<file path="src/rtl/countdown_timer.sv">
// -----------------------------------------------------------------------------
// countdown_timer
//   Tenths-of-a-second countdown timer, 00.0 .. 99.9, held as three BCD digits.
//   The user sets the start value digit by digit in SET, then runs, pauses,
//   stops and restarts it. A prescaler divides i_Clk down to the 0.1 s tick.
//
// Parameters
//   LST_CLK   terminal count of the tick prescaler (100 MHz -> 10 Hz default)
//
// Ports
//   i_Clk     system clock, rising edge
//   i_Rst     asynchronous reset, active-low
//   i_fStart  start/pause button, active-low
//   i_fStop   stop/clear button, active-low
//   i_fSel    select-digit button, active-low
//   i_fUp     increment-digit button, active-low
//   o_Dig0    7-segment pattern (gfedcba, active-high) for tenths
//   o_Dig1    7-segment pattern for seconds-ones
//   o_Dig2    7-segment pattern for seconds-tens
//   o_Value   current BCD value {D2,D1,D0}
//   o_State   SET=00, RUN=01, PAUSE=10, DONE=11
//   o_fDone   expiry indication
//
// Build option
//   COUNTDOWN_AUTO_RELOAD_EN  when defined, expiry reloads the preset, stays in
//                             RUN and pulses o_fDone for one cycle; DONE is
//                             never entered.
// -----------------------------------------------------------------------------

module fnd_decoder (
    input  logic [3:0] bcd_i,
    output logic [6:0] seg_o
);
    always_comb begin
        seg_o = 7'h00;
        case (bcd_i)
            4'd0:    seg_o = 7'h3F;
            4'd1:    seg_o = 7'h06;
            4'd2:    seg_o = 7'h5B;
            4'd3:    seg_o = 7'h4F;
            4'd4:    seg_o = 7'h66;
            4'd5:    seg_o = 7'h6D;
            4'd6:    seg_o = 7'h7D;
            4'd7:    seg_o = 7'h07;
            4'd8:    seg_o = 7'h7F;
            4'd9:    seg_o = 7'h6F;
            default: seg_o = 7'h00;
        endcase
    end
endmodule

module countdown_timer #(
    parameter int LST_CLK = 9_999_999
) (
    input  logic        i_Clk,
    input  logic        i_Rst,
    input  logic        i_fStart,
    input  logic        i_fStop,
    input  logic        i_fSel,
    input  logic        i_fUp,
    output logic [6:0]  o_Dig0,
    output logic [6:0]  o_Dig1,
    output logic [6:0]  o_Dig2,
    output logic [11:0] o_Value,
    output logic [1:0]  o_State,
    output logic        o_fDone
);
    localparam int PW = (LST_CLK < 1) ? 1 : $clog2(LST_CLK + 1);
    localparam logic [PW-1:0] PRESC_LAST = PW'(LST_CLK);

    typedef enum logic [1:0] {
        ST_SET   = 2'b00,
        ST_RUN   = 2'b01,
        ST_PAUSE = 2'b10,
        ST_DONE  = 2'b11
    } state_t;

    state_t        state_q;
    logic [11:0]   val_q;
    logic [11:0]   preset_q;
    logic [1:0]    ptr_q;
    logic [PW-1:0] presc_q;
    logic [3:0]    btn_prev_q;   // {up, sel, stop, start}
    logic          armed_q;
    logic          done_q;

    logic [3:0]  btn_now;
    logic [3:0]  btn_ev;
    logic        start_ev, stop_ev, sel_ev, up_ev;
    logic        tick;
    logic [11:0] set_val_d;
    logic [11:0] dec_val_d;
    logic [1:0]  ptr_d;

    // Increment one BCD digit, wrapping 9 -> 0 without carry.
    function automatic logic [3:0] inc10(input logic [3:0] d);
        return (d >= 4'd9) ? 4'd0 : d + 4'd1;
    endfunction

    // Subtract 0.1 from a three-digit BCD value with borrow.
    function automatic logic [11:0] bcd_dec(input logic [11:0] v);
        logic [3:0] d0, d1, d2;
        d0 = v[3:0];
        d1 = v[7:4];
        d2 = v[11:8];
        if (d0 != 4'd0) begin
            d0 = d0 - 4'd1;
        end else begin
            d0 = 4'd9;
            if (d1 != 4'd0) begin
                d1 = d1 - 4'd1;
            end else begin
                d1 = 4'd9;
                d2 = d2 - 4'd1;
            end
        end
        return {d2, d1, d0};
    endfunction

    // armed_q suppresses the first sample after reset so a button held low
    // through reset is taken as the starting level, not as a press.
    assign btn_now  = {i_fUp, i_fSel, i_fStop, i_fStart};
    assign btn_ev   = armed_q ? (btn_prev_q & ~btn_now) : 4'b0000;
    assign start_ev = btn_ev[0];
    assign stop_ev  = btn_ev[1];
    assign sel_ev   = btn_ev[2];
    assign up_ev    = btn_ev[3];

    assign tick      = (presc_q == PRESC_LAST);
    assign dec_val_d = bcd_dec(val_q);
    assign ptr_d     = (ptr_q == 2'd2) ? 2'd0 : ptr_q + 2'd1;

    // The increment uses the pointer before any same-cycle Sel moves it.
    always_comb begin
        set_val_d = val_q;
        if (up_ev) begin
            case (ptr_q)
                2'd0:    set_val_d[3:0]  = inc10(val_q[3:0]);
                2'd1:    set_val_d[7:4]  = inc10(val_q[7:4]);
                default: set_val_d[11:8] = inc10(val_q[11:8]);
            endcase
        end
    end

    always_ff @(posedge i_Clk or negedge i_Rst) begin
        if (!i_Rst) begin
            state_q    <= ST_SET;
            val_q      <= '0;
            preset_q   <= '0;
            ptr_q      <= '0;
            presc_q    <= '0;
            btn_prev_q <= '1;
            armed_q    <= 1'b0;
            done_q     <= 1'b0;
        end else begin
            btn_prev_q <= btn_now;
            armed_q    <= 1'b1;
`ifdef COUNTDOWN_AUTO_RELOAD_EN
            done_q     <= 1'b0;
`endif
            case (state_q)
                ST_SET: begin
                    if (stop_ev) begin
                        val_q <= '0;
                        ptr_q <= '0;
                    end else if (start_ev && (val_q != 12'h000)) begin
                        preset_q <= val_q;
                        presc_q  <= '0;
                        state_q  <= ST_RUN;
                    end else begin
                        val_q <= set_val_d;
                        if (sel_ev) ptr_q <= ptr_d;
                    end
                end
                ST_RUN: begin
                    // Buttons win over a coincident tick.
                    if (stop_ev) begin
                        val_q   <= preset_q;
                        ptr_q   <= '0;
                        presc_q <= '0;
                        state_q <= ST_SET;
                    end else if (start_ev) begin
                        state_q <= ST_PAUSE;
                    end else if (tick) begin
                        presc_q <= '0;
                        if (val_q == 12'h001) begin
`ifdef COUNTDOWN_AUTO_RELOAD_EN
                            val_q   <= preset_q;
                            done_q  <= 1'b1;
`else
                            val_q   <= 12'h000;
                            done_q  <= 1'b1;
                            state_q <= ST_DONE;
`endif
                        end else begin
                            val_q <= dec_val_d;
                        end
                    end else begin
                        presc_q <= presc_q + PW'(1);
                    end
                end
                ST_PAUSE: begin
                    if (stop_ev) begin
                        val_q   <= preset_q;
                        ptr_q   <= '0;
                        presc_q <= '0;
                        state_q <= ST_SET;
                    end else if (start_ev) begin
                        state_q <= ST_RUN;
                    end
                end
                ST_DONE: begin
                    if (stop_ev || start_ev) begin
                        val_q   <= preset_q;
                        ptr_q   <= '0;
                        presc_q <= '0;
                        done_q  <= 1'b0;
                        state_q <= ST_SET;
                    end
                end
            endcase
        end
    end

    assign o_Value = val_q;
    assign o_State = state_q;
    assign o_fDone = done_q;

    fnd_decoder u_fnd0 (.bcd_i(val_q[3:0]),  .seg_o(o_Dig0));
    fnd_decoder u_fnd1 (.bcd_i(val_q[7:4]),  .seg_o(o_Dig1));
    fnd_decoder u_fnd2 (.bcd_i(val_q[11:8]), .seg_o(o_Dig2));

endmodule

</file>
<file path="config.mk">
export PLATFORM = sky130hd
export DESIGN_NAME = countdown_timer
export DESIGN_NICKNAME = d
export VERILOG_FILES = /design/src/rtl/countdown_timer.sv
export SDC_FILE = /design/constraint.sdc
export NUM_CORES = 1
export LEC_CHECK = 0
export CORE_ASPECT_RATIO = 1.5
export CORE_MARGIN = 1.5
export CORE_UTILIZATION = 57
export CTS_CLUSTER_DIAMETER = 60
export DETAILED_ROUTE_END_ITERATION = 8
export PLACE_DENSITY = 0.77
export SKIP_CTS_REPAIR_TIMING = 1
export SLEW_MARGIN = 0
export SYNTH_ARGS = -nofsm -noshare
export SYNTH_HDL_FRONTEND = slang
export SYNTH_SLANG_ARGS = --single-unit
</file>
<file path="constraint.sdc">
create_clock -name i_Clk -period 3.6 [get_ports i_Clk]
set_clock_uncertainty 0.1 [all_clocks]
set_input_delay 0.9 -clock i_Clk [delete_from_list [all_inputs] [get_ports i_Clk]]
set_output_delay 0.9 -clock i_Clk [all_outputs]
set_load 0.02 [all_outputs]
</file>
==> results of run 1 <==
[how the worst max path moves through the flow]
| stage | endpoint | slack, ns | cells past startpoint |
|---|---|---|---|
| floorplan | presc_q[23] | 0.80 | 9 |
| global placement | o_State[0] | 0.40 | 8 |
| detailed placement | presc_q[23] | 0.34 | 7 |
| CTS | o_Dig0[5] | 0.16 | 6 |
| global route | o_Dig1[3] | 0.07 | 5 |
| finish | o_Dig2[4] | 0.24 | 6 |
[Yosys cell counts (3+ instances only)]
| cell type | count |
|---|---|
| dfstp_2 | 4 |
| ha_1 | 27 |
| nor4_1 | 9 |
| nor2_1 | 32 |
| a21oi_1 | 22 |
| a21o_1 | 6 |
| a31oi_1 | 4 |
| and3_1 | 6 |
| nand3_1 | 16 |
| o21ai_0 | 51 |
| nor2b_1 | 4 |
| o21ai_1 | 10 |
| dfrtp_1 | 54 |
| o21a_1 | 3 |
| nor3_1 | 13 |
| buf_2 | 4 |
| o211ai_1 | 3 |
| and2_1 | 3 |
| a221oi_1 | 3 |
| nand2b_1 | 4 |
| o31ai_1 | 6 |
| nand2_1 | 36 |
| xnor2_1 | 13 |
| mux2_2 | 14 |
| and3b_1 | 3 |
| a32oi_1 | 3 |
| a22o_1 | 3 |
| nand4_1 | 8 |
| o31a_1 | 3 |
| o22ai_1 | 4 |
| inv_1 | 23 |
| clkbuf_1 | 13 |
| nor3b_1 | 4 |
[sequential cells by signal, summed over array words and instances (netlist names)]
name and flops:
o_fDone 1, armed_q 1, btn_prev_q 4, o_Value 12, ptr_q 2, o_State 2, presc_q 24, preset_q 12
[layout make-up]
cell class	instances	area, um^2	share of cell area, %
sequential	58	1456	31.52
timing repair buffer	53	495.5	10.72
inverter	23	86.33	1.868
clock buffer	13	148.9	3.222
clock inverter	3	15.01	0.3249
multi-input combinational	349	2321	50.23
tap	78	97.59	2.112
[critical path: stages, from the launching register on]
cell and delay, ns:
dfrtp_1 0.50, inv_1 0.23, ha_1 0.32, ha_1 0.20, nand2_1 0.05, o21ai_0 0.09
clkdlybuf4s50_1 0.62
[stage by stage]
| step | setup WS, ns | cell area [um^2] | power (uW) | instances | hold WS (ns) |
|---|---|---|---|---|---|
| finish | 0.2354 | 4621 | 3997 | 577 | 0.4120 |
| global placement | 0.3966 | 4454 | 3402 | 561 | 0.3837 |
| CTS | 0.1572 | 4618 | 3993 | 577 | 0.4114 |
| global route | 0.07172 | 4621 | 4286 | 577 | 0.4268 |
| floorplan | 0.8004 | 3949 | 2553 | 450 | 0.3617 |
| detailed placement | 0.3447 | 4454 | 3463 | 561 | 0.3896 |
[power groups by stage]
stage | Combinational (uW) | Sequential, uW | Clock [uW]
after detailed placement | 2430 | 1030 | 0
final | 2450 | 1030 | 521
after global routing | 2670 | 1060 | 559
after CTS | 2440 | 1020 | 528
after global placement | 2370 | 1030 | 0
after floorplan | 1550 | 1000 | 0
[cells by family after synthesis]
kind of cell,after synthesis,share of synthesized area (%)
other,1,0.09497
XOR/XNOR,14,3.105
adder cells (fa/ha/maj),27,8.555
multiplexers,16,4.499
buffers and inverters,43,4.404
AO/OA/AOI/OAI,139,22.28
AND/OR/NAND/NOR,152,20.18
flip-flops,58,36.88
[per-layer routing]
layer  global-route usage (%)  vias to the layer above  routed length [um]
li1                         -                     1735                   -
met1                    32.66                     1711                3843
met2                    46.60                      102                5145
met3                    4.339                       19                 369
met4                    12.13                        0                 225
met5                        0                        -                   0
==> parameters.txt, run 1 <==
Parameter                              Value

Drt
  Initial DRC count    194
  Count of vias placed by the detailed router    3567
  Overall routed net length    9583 um
  First-pass iteration count of the detailed router    5
  Count of nets left with antenna violations after detail routing    0
  Number of DRC violations after detailed routing    0
  Via density    6.182
  Routed length per placed instance    16.61 um

Global route
  Maximum number of pins on one net before global-route repair    38
  Antenna violations before repair    0
  Global router's overall resource usage    27.03%
  Number of global-route vias before repair    3381
  Remaining global-route overflow    0
  First-pass GRT wire length    16150 um

Setup path
  Data arrival time of the worst path    2.36 ns
  Crit path max fanout    9
  Data required time at the worst endpoint    2.60 ns
  Launch point of the worst reg-to-reg path    o_Value[8]
  Setup slack of the worst register-to-register path    0.36 ns
  Crit end category    output pin
  Capture point of the worst reg-to-reg path    o_State[0]
  Critical path launch point    o_Value[8]
  Critical path start-end classification    reg -> out
  Worst R2R Path Depth    8
  Element type at the critical path start    flip-flop

Cells and area
  Nets    527
  Filler instances    564
  Final core utilization    67.90%
  Synthesis-to-finish area growth    17.02%
  Share of post-route cells with drive strength above 1    10.02%
  Most common library cell in the layout ignoring fill and taps    dfrtp_1
  Number of antenna repair diodes    0
  Commonest cells after routing, fill and taps aside    dfrtp_1, o21ai_0, clkdlybuf4s50_1

STA
  Highest achievable clock rate    297.2 MHz
  Min cycle time layout    3.365 ns
  Max Transition Viols Final    0
  Endpoints failing setup    0
  Setup tns final    0 ns
  Hold Vio Cnt, Final    0
  Portion of the clock cycle consumed by the worst path in the final layout    93.46%
  Worst max-slew margin expressed relative to the limit    52.21%
  Worst-margin pin slew    0.7103 ns
  Setup repair after global routing missed its margin    no

Clock tree
  TritonCTS buffer count    9
  Root buffer cell    clkbuf_8
  H-tree depth reported by CTS    3
  CTS tree    done
  CTS Buffer Depth    2
  Clock-pin slew of the registers on the worst-case setup and hold paths    0.07 ns
  Worst-Skew Late Latency    0.35 ns
  Clock sinks    58

Placed design
  Detailed placement HPWL    6984 um
  Number of port buffers    41
  Last weighted congestion value of the routability-driven placer    0.9229

Floorplanning
  Placeable Area    0.006805 mm^2
  Die footprint    0.007447 mm^2
  Chip width    70.96 um
  Vert. Die Dim    104.9 um
  Initial core utilization    58.03%
  Standard-cell row count    37
  Count of pins on the block boundary    42

Yosys
  Library cell with the largest summed area after synthesis    dfrtp_1
  Synth async-reset ratio    100.0%
  Post-synth top area share    34.22%
  Largest cells by area after synthesis    dfrtp_1, ha_1, o21ai_0
  Sequential element share of the synthesized area    36.88%
  Post-Syn Area    0.003949 mm^2
  Number of flip-flops and latches in the synthesized netlist    58
  Number of flops mapped to enable cells by yosys    0
  Number of distinct library cells after synthesis    62
  Number of instances in the synthesized netlist    450
  Net count after synthesis    483
  Number of warnings printed during yosys synthesis    0
  Mean post-synth cell area    8.775 um^2
  Ys flop type    dfrtp_1

Power and ir drop
  Largest voltage drop on the vdd net    324.6 uV
  Net switching power of the design    1869 uW
  Internal Pwr Total    2128 uW
  Combinational share of power    61.3%
  Register share of total power    25.7%
  Relative contribution of the clock network to total power    13.0%
  Switching fraction of total power    46.77%
  Power density cells    865.0 mW/mm^2
  LEAKAGE    0.001946 uW

Min path
  Count of cells along the worst hold path    1
  Worst Hold End    preset_q[9]
  Worst min-delay path startpoint    preset_q[9]
  Type of the most critical hold path    reg -> reg

Flow run
  Number of maximum-capacitance constraint violations    0

Run status
  Result of the run    completed
Power figures use the tool's default switching activity.
==> inputs of run 2 (changes only) <==
MAX_ROUTING_LAYER = met4   (was default)
SLEW_MARGIN = 20   (was 0)
==> run 2 against run 1 <==
  * Die area is the same
  * Via count grew 1.1%
  * Design area grew 0.30%
  * Critical path depth is the same
  * Clock power grew 5.2%
  * Cell count is the same
  * Critical path type unchanged
==> parameters.txt, run 2 (synthesized netlist as in run 1, its figures left out) <==
Parameter                              Value

Power and ir drop
  LEAKAGE    0.001936 uW (was 0.001946 uW)
  Largest voltage drop on the vdd net    379.3 uV (was 324.6 uV)
  Power density cells    863.2 mW/mm^2 (was 865.0 mW/mm^2)

Clock tree
  Root buffer cell    clkbuf_8 (unchanged)
  H-tree depth reported by CTS    3 (unchanged)
  Clock-pin slew of the registers on the worst-case setup and hold paths    0.07 ns (about the same)
  TritonCTS buffer count    9 (unchanged)
  CTS Buffer Depth    2 (unchanged)
  Worst-Skew Late Latency    0.35 ns (about the same)
  CTS tree    done (unchanged)
  Clock sinks    58 (unchanged)

Run status
  Result of the run    completed (unchanged)

Setup path
  Worst R2R Path Depth    7 (was 8)
  Combined buffer and inverter count along the critical path    3 (was 2)
  Element type at the critical path start    flip-flop (unchanged)
  Largest stage delay, worst path    0.62 ns (about the same)
  Crit path max fanout    10 (was 9)
  Worst-path cell with the longest stage delay    clkdlybuf4s50_1 (unchanged)
  Critical path start-end classification    reg -> out (unchanged)
  Data arrival time of the worst path    2.51 ns (was 2.36 ns)
  Most frequent CP cell    inv_1 (was ha_1)
  Crit end category    output pin (unchanged)
  Family with the most delay on the worst path    buffers and inverters (unchanged)
  Critical Path, Cell by Cell    inv_1, ha_1, inv_1, o21ai_0, o2bb2ai_1, clkdlybuf4s50_1 (was inv_1, ha_1, ha_1, nand2_1, o21ai_0, clkdlybuf4s50_1)
  Capture point of the worst reg-to-reg path    o_State[1] (was o_State[0])
  Launch point of the worst reg-to-reg path    o_Value[9] (was o_Value[8])
  Data required time at the worst endpoint    2.60 ns (about the same)
  Setup slack of the worst register-to-register path    0.29 ns (was 0.36 ns)

Min path
  Type of the most critical hold path    in -> async (was reg -> reg)

Global route
  Number of global-route vias before repair    3444 (was 3381)
  First-pass GRT wire length    16150 um (about the same)
  Maximum number of pins on one net before global-route repair    34 (was 38)
  Antenna violations before repair    0 (unchanged)
  Remaining global-route overflow    0 (unchanged)
  Global router's overall resource usage    27.80% (was 27.03%)

STA
  Worst Slack Setup Final    0.08960 ns (was 0.2354 ns)
  Highest achievable clock rate    284.9 MHz (was 297.2 MHz)
  Setup tns final    0 ns (unchanged)
  Hold Vio Cnt, Final    0 (unchanged)
  Worst-margin pin slew    0.7118 ns (was 0.7103 ns)
  Max Transition Viols Final    0 (unchanged)
  Portion of the clock cycle consumed by the worst path in the final layout    97.51% (was 93.46%)
  Endpoints failing setup    0 (unchanged)
  Min cycle time layout    3.510 ns (was 3.365 ns)
  Worst max-slew margin expressed relative to the limit    52.11% (was 52.21%)
  Setup repair after global routing missed its margin    no (unchanged)

Cells and area
  Finished layout cell area    0.004634 mm^2 (was 0.004621 mm^2)
  Filler instances    565 (was 564)
  Final core utilization    68.10% (was 67.90%)
  Share of post-route cells with drive strength above 1    10.42% (was 10.02%)
  Most common library cell in the layout ignoring fill and taps    dfrtp_1 (unchanged)
  Number of flip-flops under the largest register name    24 (unchanged)
  Synthesis-to-finish area growth    17.36% (was 17.02%)
  Commonest cells after routing, fill and taps aside    dfrtp_1, o21ai_0, clkdlybuf4s50_1 (unchanged)
  Nets    527 (unchanged)
  Most flops, register    presc_q (unchanged)
  Number of antenna repair diodes    0 (unchanged)

Placed design
  Number of port buffers    41 (unchanged)
  Setup WS pre-CTS    0.3013 ns (was 0.3447 ns)
  Detailed placement HPWL    7069 um (was 6984 um)
  Instance area at placement    0.004454 mm^2 (unchanged)
  Last weighted congestion value of the routability-driven placer    0.9177 (was 0.9229)

Floorplanning
  Initial core utilization    58.03% (unchanged)
  Count of pins on the block boundary    42 (unchanged)
  Standard-cell row count    37 (unchanged)
  Placeable Area    0.006805 mm^2 (unchanged)
  Die footprint    0.007447 mm^2 (unchanged)
  Chip width    70.96 um (unchanged)
  Vert. Die Dim    104.9 um (unchanged)

Drt
  Via density    6.250 (was 6.182)
  Overall routed net length    9615 um (was 9583 um)
  Count of vias placed by the detailed router    3606 (was 3567)
  Number of DRC violations after detailed routing    0 (unchanged)
  First-pass iteration count of the detailed router    5 (unchanged)
  Count of nets left with antenna violations after detail routing    0 (unchanged)
  Initial DRC count    223 (was 194)
  Routed length per placed instance    16.66 um (was 16.61 um)

Flow run
  Number of maximum-capacitance constraint violations    0 (unchanged)
[run 2: cell type report]
class                   count  area, um^2  share of cell area (%)
multi-input cells         349        2318                   50.03
flip-flops and latches     58        1456                   31.43
clock buffers              10       137.6                   2.970
inverters                  23       86.33                   1.863
clock inverters             6       42.54                  0.9179
well taps                  78       97.59                   2.106
repair buffers             53       495.5                   10.69
[run 2: power breakdown]
part	total, uW	leakage (uW)	internal (uW)	switching (uW)
sequential	1030	0.000764	792	239
clock	548	0.0000765	266	282
combinational	2420	0.00110	1060	1370
[run 2: per-stage QoR]
stage	total power, uW	instances	hold slack (ns)
floorplan	2553	450	0.3617
global placement	3408	561	0.3834
detailed placement	3454	561	0.3953
CTS	4002	577	0.2325
global route	4291	577	0.2349
finish	4000	577	0.2348
[run 2: worst max-delay path by stage]
stage | slack [ns] | cells past startpoint | endpoint | start
global placement | 0.39 | 6 | o_Value[9] | i_fStop
CTS | 0.10 | 6 | o_Dig0[5] | o_Value[0]
finish | 0.09 | 6 | o_Dig0[5] | o_Value[0]
global route | 0.01 | 6 | o_Dig0[5] | o_Value[0]
floorplan | 0.80 | 9 | presc_q[23] | o_Value[1]
detailed placement | 0.30 | 7 | o_State[1] | o_Value[9]
[run 2: routing by layer]
layer,GRT usage [%],vias to the layer above,part of all wire [%]
met5,-,-,0
met4,12.13,0,2.8
met2,47.93,105,54
li1,-,1744,-
met1,31.41,1732,40
met3,4.436,25,3.6
==> inputs of run 3 (changes only) <==
CORE_ASPECT_RATIO = default   (was 1.5)
TNS_END_PERCENT = 10   (was default)
==> run 3 against run 2 <==
  * Utilization grew 0.066 points
  * Non-clock buffer count down 2
  * Hold slack better by 0.16 ns
  * Global-route usage is 1.5 points higher
  * First-iteration DRC count up 47%
  * Combinational power is essentially flat
  * Via count up 0.33%
  * Design area down 0.62%
  * Sequential power about the same
  * Sequential share of layout area grew 0.20 points
==> parameters.txt, run 3 (synthesized netlist as in run 1, its figures left out) <==
Parameter                              Value

Clock tree
  Worst-Skew Late Latency    0.34 ns (was 0.35 ns)
  CTS tree    done (unchanged)
  TritonCTS buffer count    9 (unchanged)
  H-tree depth reported by CTS    3 (unchanged)
  Clock-pin slew of the registers on the worst-case setup and hold paths    0.07 ns (about the same)
  Clock sinks    58 (unchanged)
  CTS Buffer Depth    2 (unchanged)
  Root buffer cell    clkbuf_8 (unchanged)

Floorplanning
  Placeable Area    0.006756 mm^2 (was 0.006805 mm^2)
  Vert. Die Dim    86.23 um (was 104.9 um)
  Die footprint    0.007436 mm^2 (was 0.007447 mm^2)
  Standard-cell row count    30 (was 37)
  Initial core utilization    58.44% (was 58.03%)
  Chip width    86.23 um (was 70.96 um)
  Count of pins on the block boundary    42 (unchanged)

Power and ir drop
  Net switching power of the design    1888 uW (was 1887 uW)
  LEAKAGE    0.001937 uW (was 0.001936 uW)
  Overall power of the completed layout    3992 uW (was 4000 uW)
  Internal Pwr Total    2103 uW (was 2114 uW)
  Power density cells    866.7 mW/mm^2 (was 863.2 mW/mm^2)
  Combinational share of power    61.2% (was 60.5%)
  Register share of total power    25.7% (was 25.8%)
  Largest voltage drop on the vdd net    447.2 uV (was 379.3 uV)
  Switching fraction of total power    47.31% (was 47.16%)
  Relative contribution of the clock network to total power    13.0% (was 13.7%)

Global route
  Global router's overall resource usage    29.30% (was 27.80%)
  Remaining global-route overflow    0 (unchanged)
  Number of global-route vias before repair    3397 (was 3444)
  First-pass GRT wire length    16550 um (was 16150 um)
  Antenna violations before repair    0 (unchanged)
  Maximum number of pins on one net before global-route repair    41 (was 34)

Cells and area
  Finished layout cell area    0.004606 mm^2 (was 0.004634 mm^2)
  Number of flip-flops under the largest register name    24 (unchanged)
  Most flops, register    presc_q (unchanged)
  Commonest cells after routing, fill and taps aside    dfrtp_1, o21ai_0, clkdlybuf4s50_1 (unchanged)
  Nets    525 (was 527)
  Share of post-route cells with drive strength above 1    9.457% (was 10.42%)
  Most common library cell in the layout ignoring fill and taps    dfrtp_1 (unchanged)
  Number of antenna repair diodes    0 (unchanged)
  Synthesis-to-finish area growth    16.64% (was 17.36%)
  Post-route non-filler standard cell count    577 (unchanged)

Drt
  Met3 layer wire length in the routed design    587 um (was 347 um)
  Met1 WL    4483 um (was 3823 um)
  Count of nets left with antenna violations after detail routing    0 (unchanged)
  Routed length per placed instance    16.64 um (was 16.66 um)
  Overall routed net length    9603 um (was 9615 um)
  First-pass iteration count of the detailed router    5 (unchanged)
  Via density    6.270 (was 6.250)
  Highest routed layer    met4 (unchanged)
  Met2 Wirelength    4392 um (was 5172 um)
  Count of vias placed by the detailed router    3618 (was 3606)
  Initial DRC count    328 (was 223)
  Number of DRC violations after detailed routing    0 (unchanged)

Setup path
  Worst R2R Path Depth    8 (was 7)
  Crit end category    output pin (unchanged)
  Critical path start-end classification    reg -> out (unchanged)
  Crit path max fanout    10 (unchanged)
  Data required time at the worst endpoint    2.60 ns (about the same)
  Element type at the critical path start    flip-flop (unchanged)
  Data arrival time of the worst path    2.43 ns (was 2.51 ns)
  Launch point of the worst reg-to-reg path    o_Value[9] (unchanged)
  Capture point of the worst reg-to-reg path    o_Value[7] (was o_State[1])
  Setup slack of the worst register-to-register path    0.42 ns (was 0.29 ns)

Min path
  Type of the most critical hold path    in -> async (unchanged)

STA
  Portion of the clock cycle consumed by the worst path in the final layout    95.18% (was 97.51%)
  Min cycle time layout    3.426 ns (was 3.510 ns)
  Worst max-slew margin expressed relative to the limit    51.66% (was 52.11%)
  Setup repair after global routing missed its margin    no (unchanged)
  Max Transition Viols Final    0 (unchanged)
  Setup tns final    0 ns (unchanged)
  Worst-margin pin slew    0.7185 ns (was 0.7118 ns)
  Hold Vio Cnt, Final    0 (unchanged)
  Endpoints failing setup    0 (unchanged)
  Highest achievable clock rate    291.8 MHz (was 284.9 MHz)

Run status
  Result of the run    completed (unchanged)

Flow run
  Number of maximum-capacitance constraint violations    0 (unchanged)

Placed design
  Number of port buffers    41 (unchanged)
  Instance area at placement    0.004442 mm^2 (was 0.004454 mm^2)
  Detailed placement HPWL    6876 um (was 7069 um)
  Last weighted congestion value of the routability-driven placer    0.9192 (was 0.9177)
  Cell count after placement    561 (unchanged)
run 3: cell types whose count changed in the layout (fill, tap and decap cells not counted), sizes merged:
| cell | change |
|---|---|
| clkbuf | +3 |
| buf | -2 |
| clkinvlp | -5 |
| clkinv | +2 |
run 3: how the worst max path moves through the flow:
stage / startpoint / to / slack [ns] / depth (start not counted)
finish: o_Value[0] / o_Dig0[5] / 0.17 / 6
CTS: o_Value[4] / o_Dig1[3] / 0.17 / 5
global placement: i_fStop / presc_q[23] / 0.41 / 7
detailed placement: i_fStop / presc_q[23] / 0.36 / 7
floorplan: o_Value[1] / presc_q[23] / 0.80 / 9
global route: o_Value[1] / o_Dig0[5] / 0.005 / 6
run 3: area by class of cell:
| cell class | instances | area (um^2) |
|---|---|---|
| clock buffers | 13 | 148.9 |
| clock inverters | 3 | 15.01 |
| fillers | 568 | 2151 |
| inverters | 23 | 86.33 |
| multi-input cells | 349 | 2318 |
| flip-flops and latches | 58 | 1456 |
| well taps | 80 | 100.1 |
| repair buffers | 51 | 480.5 |
run 3: per-stage QoR:
stage / util, % / setup slack [ns] / hold WS [ns]
floorplan: - / 0.8004 / 0.3617
global placement: 65.74 / 0.4126 / 0.3826
detailed placement: 65.74 / 0.3557 / 0.3889
CTS: 68.17 / 0.1654 / 0.3997
global route: 68.17 / 0.004653 / 0.4219
finish: 68.17 / 0.1735 / 0.3906
run 3: per-layer routing:
| metal | vias up | GRT usage [%] |
|---|---|---|
| li1 | 1732 | - |
| met1 | 1739 | 41.66 |
| met2 | 131 | 41.80 |
| met3 | 16 | 4.857 |
| met4 | 0 | 12.02 |
| met5 | - | - |
run 3: worst max-delay path, stage by stage (launching register included):
cell and delay, ns:
dfrtp_1 0.50, inv_1 0.22, ha_1 0.35, inv_1 0.11, o21ai_0 0.18, o2bb2ai_1 0.13
clkdlybuf4s50_1 0.61
run 3: power by group through the flow:
| stage | clock, uW | sequential, uW | combinational, uW |
|---|---|---|---|
| finish | 520 | 1030 | 2440 |
| global route | 559 | 1060 | 2670 |
| CTS | 529 | 1030 | 2420 |
| detailed placement | 0 | 1040 | 2410 |
| global placement | 0 | 1030 | 2360 |
| floorplan | 0 | 1000 | 1550 |
